===== src/rtl/score_popup_engine.sv =====
// Floating score popups: each slot holds its label for one step, then rises and
// fades over NUM_STEPS steps before freeing itself for the next request.
module score_popup_engine #(
    parameter int         NUM_SLOTS        = 4,
    parameter int         FRAMES_PER_STEP  = 16,
    parameter int         NUM_STEPS        = 7,
    parameter logic [7:0] FADE_STEP        = 8'h04,
    parameter int         RISE_PER_STEP    = 1,
    parameter bit         OVERWRITE_OLDEST = 1'b0
) (
    input  logic                    frame_clk,
    input  logic                    reset,
    input  logic                    trig_valid,
    output logic                    trig_ready,
    input  logic [9:0]              trig_x,
    input  logic [9:0]              trig_y,
    input  logic [7:0]              trig_value,
    output logic [NUM_SLOTS-1:0]    slot_active,
    output logic [10*NUM_SLOTS-1:0] slot_x,
    output logic [10*NUM_SLOTS-1:0] slot_y,
    output logic [8*NUM_SLOTS-1:0]  slot_value,
    output logic [8*NUM_SLOTS-1:0]  slot_fade,
    output logic [7:0]              evict_cnt
);

    localparam int          IDX_W      = (NUM_SLOTS > 1) ? $clog2(NUM_SLOTS) : 1;
    localparam logic [7:0]  LAST_FRAME = 8'(FRAMES_PER_STEP - 1);
    localparam logic [3:0]  LAST_STEP  = 4'(NUM_STEPS);
    localparam logic [10:0] RISE_W     = 11'(RISE_PER_STEP);

    logic [NUM_SLOTS-1:0] active_q, active_d;
    logic [9:0]           x_q     [NUM_SLOTS];
    logic [9:0]           x_d     [NUM_SLOTS];
    logic [9:0]           y_q     [NUM_SLOTS];
    logic [9:0]           y_d     [NUM_SLOTS];
    logic [7:0]           value_q [NUM_SLOTS];
    logic [7:0]           value_d [NUM_SLOTS];
    logic [7:0]           fade_q  [NUM_SLOTS];
    logic [7:0]           fade_d  [NUM_SLOTS];
    logic [3:0]           step_q  [NUM_SLOTS];
    logic [3:0]           step_d  [NUM_SLOTS];
    logic [7:0]           cnt_q   [NUM_SLOTS];
    logic [7:0]           cnt_d   [NUM_SLOTS];
    logic [7:0]           evict_cnt_q, evict_cnt_d;

    logic             idle_found;
    logic [IDX_W-1:0] idle_idx;
    logic [IDX_W-1:0] evict_idx;
    logic [IDX_W-1:0] load_idx;
    logic [11:0]      best_key;
    logic             accept;
    logic             do_evict;

    // Allocation looks only at registered state, so a slot retiring on this
    // edge is still seen as busy and cannot be re-used until the next edge.
    always_comb begin : alloc
        idle_found = 1'b0;
        idle_idx   = '0;
        for (int i = 0; i < NUM_SLOTS; i++) begin
            if (!active_q[i] && !idle_found) begin
                idle_found = 1'b1;
                idle_idx   = IDX_W'(i);
            end
        end
        evict_idx = '0;
        best_key  = {step_q[0], cnt_q[0]};
        for (int i = 1; i < NUM_SLOTS; i++) begin
            if ({step_q[i], cnt_q[i]} > best_key) begin
                best_key  = {step_q[i], cnt_q[i]};
                evict_idx = IDX_W'(i);
            end
        end
    end

    assign trig_ready = OVERWRITE_OLDEST ? 1'b1 : ~&active_q;
    assign accept     = trig_valid && trig_ready;
    assign do_evict   = accept && !idle_found;
    assign load_idx   = idle_found ? idle_idx : evict_idx;

    always_comb begin : slot_next
        logic [10:0] y_dec;
        logic [8:0]  fade_inc;
        logic [8:0]  evict_inc;
        active_d = active_q;
        for (int i = 0; i < NUM_SLOTS; i++) begin
            x_d[i]     = x_q[i];
            y_d[i]     = y_q[i];
            value_d[i] = value_q[i];
            fade_d[i]  = fade_q[i];
            step_d[i]  = step_q[i];
            cnt_d[i]   = cnt_q[i];
            y_dec      = {1'b0, y_q[i]} - RISE_W;
            fade_inc   = {1'b0, fade_q[i]} + {1'b0, FADE_STEP};
            if (active_q[i]) begin
                if (cnt_q[i] == LAST_FRAME) begin
                    cnt_d[i] = '0;
                    if (step_q[i] < LAST_STEP) begin
                        step_d[i] = step_q[i] + 4'd1;
                        y_d[i]    = y_dec[10] ? 10'd0 : y_dec[9:0];
                        fade_d[i] = fade_inc[8] ? 8'hFF : fade_inc[7:0];
                    end else begin
                        active_d[i] = 1'b0;
                    end
                end else begin
                    cnt_d[i] = cnt_q[i] + 8'd1;
                end
            end
            // A fresh load (including an eviction) overrides any animation update.
            if (accept && (load_idx == IDX_W'(i))) begin
                active_d[i] = 1'b1;
                x_d[i]      = trig_x;
                y_d[i]      = trig_y;
                value_d[i]  = trig_value;
                fade_d[i]   = '0;
                step_d[i]   = '0;
                cnt_d[i]    = '0;
            end
        end
        evict_inc   = {1'b0, evict_cnt_q} + 9'd1;
        evict_cnt_d = evict_cnt_q;
        if (do_evict) begin
            evict_cnt_d = evict_inc[8] ? 8'hFF : evict_inc[7:0];
        end
    end

    always_ff @(posedge frame_clk) begin
        if (reset) begin
            active_q    <= '0;
            evict_cnt_q <= '0;
            for (int i = 0; i < NUM_SLOTS; i++) begin
                x_q[i]     <= '0;
                y_q[i]     <= '0;
                value_q[i] <= '0;
                fade_q[i]  <= '0;
                step_q[i]  <= '0;
                cnt_q[i]   <= '0;
            end
        end else begin
            active_q    <= active_d;
            evict_cnt_q <= evict_cnt_d;
            for (int i = 0; i < NUM_SLOTS; i++) begin
                x_q[i]     <= x_d[i];
                y_q[i]     <= y_d[i];
                value_q[i] <= value_d[i];
                fade_q[i]  <= fade_d[i];
                step_q[i]  <= step_d[i];
                cnt_q[i]   <= cnt_d[i];
            end
        end
    end

    for (genvar g = 0; g < NUM_SLOTS; g++) begin : g_out
        assign slot_x[10*g +: 10]    = x_q[g];
        assign slot_y[10*g +: 10]    = y_q[g];
        assign slot_value[8*g +: 8]  = value_q[g];
        assign slot_fade[8*g +: 8]   = fade_q[g];
    end

    assign slot_active = active_q;
    assign evict_cnt   = evict_cnt_q;

endmodule


===== config.mk =====
export PLATFORM = sky130hd
export DESIGN_NAME = score_popup_engine
export DESIGN_NICKNAME = d
export VERILOG_FILES = /design/src/rtl/score_popup_engine.sv
export SDC_FILE = /design/constraint.sdc
export NUM_CORES = 1
export LEC_CHECK = 0
export CORE_MARGIN = 5
export CORE_UTILIZATION = 55
export DETAILED_ROUTE_END_ITERATION = 7
export MAX_ROUTING_LAYER = met4
export PLACE_DENSITY = 0.84
export SYNTH_ARGS = -nofsm -noshare
export SYNTH_HDL_FRONTEND = slang
export SYNTH_SLANG_ARGS = --single-unit
export TNS_END_PERCENT = 1

===== constraint.sdc =====
create_clock -name frame_clk -period 3.4 [get_ports frame_clk]
set_input_delay 0.34 -clock frame_clk [delete_from_list [all_inputs] [get_ports frame_clk]]
set_output_delay 0.34 -clock frame_clk [all_outputs]
set_load 0.005 [all_outputs]

**Word level (Yosys, flattened, before mapping)**

Memory sizes are Yosys's and may differ from the RTL's.
Cells that the tools add are included.

- Register bits after elaboration: 12
- RAM bits: 192
- Logic and storage cells: 214
- Memories: 6

- Add/sub/neg operators: 17
- Magnitude comparators: 7
- Eq/ne operators: 7
- Multiplexer cells: 133
- Bitwise logic cells: 24
- Reduce and logical (&&, ||, !) cells: 18

Memory list:

| memory | depth | width | read ports | clocked after memory_dff | write ports | RTL line | text |
|---|---|---|---|---|---|---|---|
| x_q | 4 | 10 | 4 | 0 | 4 | 32 | `logic [9:0] x_q [NUM_SLOTS];` |
| y_q | 4 | 10 | 4 | 0 | 4 | 34 | `logic [9:0] y_q [NUM_SLOTS];` |
| cnt_q | 4 | 8 | 4 | 0 | 4 | 42 | `logic [7:0] cnt_q [NUM_SLOTS];` |
| fade_q | 4 | 8 | 4 | 0 | 4 | 38 | `logic [7:0] fade_q [NUM_SLOTS];` |
| value_q | 4 | 8 | 4 | 0 | 4 | 36 | `logic [7:0] value_q [NUM_SLOTS];` |
| step_q | 4 | 4 | 4 | 0 | 4 | 40 | `logic [3:0] step_q [NUM_SLOTS];` |

Operator list:

| cell | count |
|---|---|
| $mux 8 | 49 |
| $mux 10 | 32 |
| $mux 4 | 20 |
| $sub 10x1->11 const B | 4 |
| $add 8x3->9 const B | 4 |
| $gt 12x12->1 | 3 |
| $add 8x1->8 const B | 4 |
| $eq 8x4->1 const B | 4 |
| $mux 1 | 25 |
| $mux 12 | 2 |
| $or 1x1->1 | 24 |
| $add 4x1->4 const B | 4 |
| $lt 4x3->1 const B | 4 |
| $mux 2 | 5 |
| $add 8x1->9 const B | 1 |
| $logic_and 1x1->1 | 9 |
| $logic_not 1->1 | 7 |
| $eq 2x2->1 const B | 2 |
| $reduce_and 4->1 | 1 |
| $eq 2x1->1 const B | 1 |
| $logic_not 2->1 | 1 |

**Logic depth before layout (Yosys ltp)**

- Depth in word-level cells: 14
- Mapped depth: 9
- Depth with buffers taken out: 7

**Least setup slack after synthesis**

OpenSTA, ideal clock, no wires.

- Path type: register to register
- From: memory y_q[3][0], in the netlist y_q[0][30]
- To: memory y_q[3][2], in the netlist y_q[0][32]
- Data arrival time: 1.992 ns
- Data required time: 3.268 ns
- Slack: 1.276 ns
- Stages on the path, launching flop included: 8
- Buffers on the path: 0
- Clock period less this slack: 2.124 ns
- Path through: dfxtp_1 -> inv_1 -> ha_1 -> or4b_2 -> nor4_4 -> nor2_1 -> a221oi_1 -> nor3_1

RTL lines:

| what | RTL line |
|---|---|
| start: declaration | 34 |

==> flow_summary.toml <==
[status]
outcome = "finished clean"

[sta]
max_freq_mhz = 415.3
hold_viol = 0
final.setup.tns_ns = 0
fin_crit_sh = 0.7082
finalCriticalPeriod_ns = 2.408
tightest_slew_ns = 0.7960
finalWorstSetupSlack_ns = 0.9923
finalSetupViolations = 0
max_slew_margin = 0.4693
drv_slew = 0
rsz0062_at_grt = "false"
finClkSkew_ns = 0.008411

[cts]
clkTransAtPathRegs_ns = 0.07
tritoncts_num_sinks = 200
hold_buffers = 0
cts.repair.resized = 0
clockRootBuffer = "clkbuf_16"
cts_inserted_buffers = 17
clk_path_buf_depth = 2
cts_setup_buffers = 0
h-tree-depth = 4
clk_latency_ns = 0.43
cts_tree = "done"

[grt]
grt_max_degree = 73
grt_pass1_vias = 7519
grt_overflow = 0
grt_pass1_wl_mm = 38.01
gr-usage-all-layers = 0.2688
antenna_found_initial = 0

[die]
core_um2 = 15200
die_area_um2 = 18050
ioPinCount = 188
num_rows = 45
die_w_um = 134.4
die_y_um = 134.4
start_util = 0.5594

[logic_synthesis]
ys_seq_area_frac = 0.4708
synthArstFlopShare = 0
synth-main-ff-cell = "dfxtp_1"
yosysWarnings = 0
syn_area_per_cell_um2 = 8.201
synth_nets = 1084
synthDistinctLibCells = 51
synth_edf_count = 0
ys_ff_latch = 200
synthCells = 1037
syn_area_um2 = 8504

[worst_hold_path]
holdCritPathClass = "in2reg"

[placed_design]
place_hpwl_mm = 15.94
preCtsSetupSlack_ns = 0.9304
place_congestion = 0.8612
portBuffers = 187

[power_and_ir_drop]
p_leak_nw = 3.868
max-vdd-ir-drop_mv = 0.5260
powerDensity_nw_per_um2 = 453.4

[critical_path]
critical-path-top-delay-family = "simple AND/OR/NAND/NOR gates"
path_cells = "nand4_1 -> or4_4 -> a21oi_2 -> mux2i_1 -> a211oi_1"
end_kind = "flip-flop"
cp_num_buf_inv = 0
start_kind = "flip-flop"
worstPathArrival_ns = 2.74
slowest_stage = "or4_4"
max_stage_delay_ns = 0.68
path_max_fanout = 13
crit_type = "reg2reg"
crit_required_ns = 3.74

[job]
maxCapViolCount = 0

[routing]
firstDrtPassIters = 5
vias_per_cell = 5.718
drt_first_iter_violations = 669
vias = 7948
avgRoutedWirePerCell_um = 17.01
drt.antenna.violating_nets = 0
drc = 0
drt-total-wl_mm = 23.65

[layout]
drive_gt1_frac = 0.05574
area_growth_pct = 30.01
n_antenna_cell = 0
post-route-util = 0.7273
nFillCells = 1150
final_nets = 1236
[worst paths after layout]
| check | from | end | slack (ns) | cells past startpoint |
|---|---|---|---|---|
| max | slot_active[0]$_SDFF_PP0_ | y_q[0][0]$_SDFFE_PP0P_ | 0.99 | 5 |
| min | reset | evict_cnt[4]$_SDFFE_PP0P_ | 0.43 | 2 |
| max reg2reg | slot_active[0]$_SDFF_PP0_ | y_q[0][0]$_SDFFE_PP0P_ | 0.99 | 5 |
| min reg2reg | x_q[0][14]$_SDFFE_PP0P_ | x_q[0][14]$_SDFFE_PP0P_ | 0.45 | 2 |
[final cells by class]
type                    instances  area [um^2]  area share
multi-input cells             745         4130      0.3735
flip-flops and latches        200         4004      0.3621
repair buffers                198         1952      0.1765
clock buffers                  18        439.2     0.03972
well taps                     188        235.2     0.02127
clock inverters                14        195.2     0.01765
inverters                      27        101.3    0.009166
[per-stage QoR]
stage	total power, mW	hold WS (ns)	cells	instance area [um^2]
3_3_place_gp	2.879	0.4358	1358	10420
5_1_grt	5.198	0.4381	1390	11060
2_1_floorplan	2.681	0.4253	1037	8504
6_report	5.013	0.4266	1390	11060
3_5_place_dp	2.888	0.4453	1358	10420
4_1_cts	5.037	0.4120	1390	11060
[cell usage in the layout (no fill, tap or decap), types with 16 or more instances in the layout]
| master | n |
|---|---|
| nand3_1 | 22 |
| ha_1 | 16 |
| mux2i_1 | 16 |
| dfxtp_1 | 200 |
| nand2_1 | 182 |
| xnor2_1 | 23 |
| a21oi_1 | 106 |
| a211oi_1 | 29 |
| clkdlybuf4s50_1 | 186 |
| clkbuf_16 | 17 |
| inv_1 | 27 |
| nand4_1 | 21 |
| nor3_1 | 52 |
| nor2_1 | 128 |
| nor2b_1 | 17 |
[logic make-up (layout without fill, tap and decap cells)]
logic type,after synthesis,count (layout),synth area share
muxes,16,16,0.01883
AOI/OAI and AO/OA,187,187,0.1336
buffers and inverters,92,257,0.04443
and+or+nand+nor,494,494,0.2759
adders and majority gates,16,16,0.02354
DFF,200,200,0.4708
xor gates and xnor gates,32,32,0.03296
[routing by layer]
layer	part of all wire	routed length [um]	vias up	global-route usage
li1	-	-	3887	-
met1	0.42	9866	3744	0.3272
met2	0.47	11190	290	0.4260
met3	0.097	2297	27	0.09752
met4	0.012	294	0	0.06900
met5	0	0	-	-
[registers in the layout, summed over array words and instances (netlist names)]
register	flops
evict_cnt	8
slot_active	4
step_q	16
x_q	40
cnt_q	32
value_q	32
y_q	40
fade_q	28
[cell usage after synthesis, types with 3 or more instances]
cell      instances  area (um^2)
dfxtp_1         200         4004
nand2_1         182        683.2
nor2_1          128        480.5
a21oi_1         106        530.5
nor3_1           52        260.3
clkbuf_1         49        183.9
a211oi_1         29        217.7
inv_1            27        101.4
xnor2_1          23        201.4
nand3_1          22        110.1
nand4_1          21        131.4
nor2b_1          18        112.6
ha_1             16        200.2
mux2i_1          16        160.2
o21ai_0          15        75.07
nor4_1           11        68.82
a221oi_1         10        87.58
a311oi_1         10        87.58
and3_1            9        56.30
and4_1            9        78.83
xor2_1            9        78.83
buf_2             8        40.04
nand2b_1          8        50.05
or3_1             6        37.54
buf_4             4        30.03
nand3b_1          4        30.03
nor4_2            4        50.05
or2_2             4        25.02
a21o_1            3        22.52
buf_1             3        11.26
o31ai_1           3        22.52
or3b_2            3        26.28
[power breakdown]
part | total [mW] | internal (mW) | switching (mW) | leakage (nW)
clock | 2.17 | 1.26 | 0.913 | 0.311
combinational | 0.399 | 0.185 | 0.214 | 1.94
sequential | 2.44 | 2.39 | 0.0515 | 1.62
Note: power is estimated with default switching activity, not from simulation.
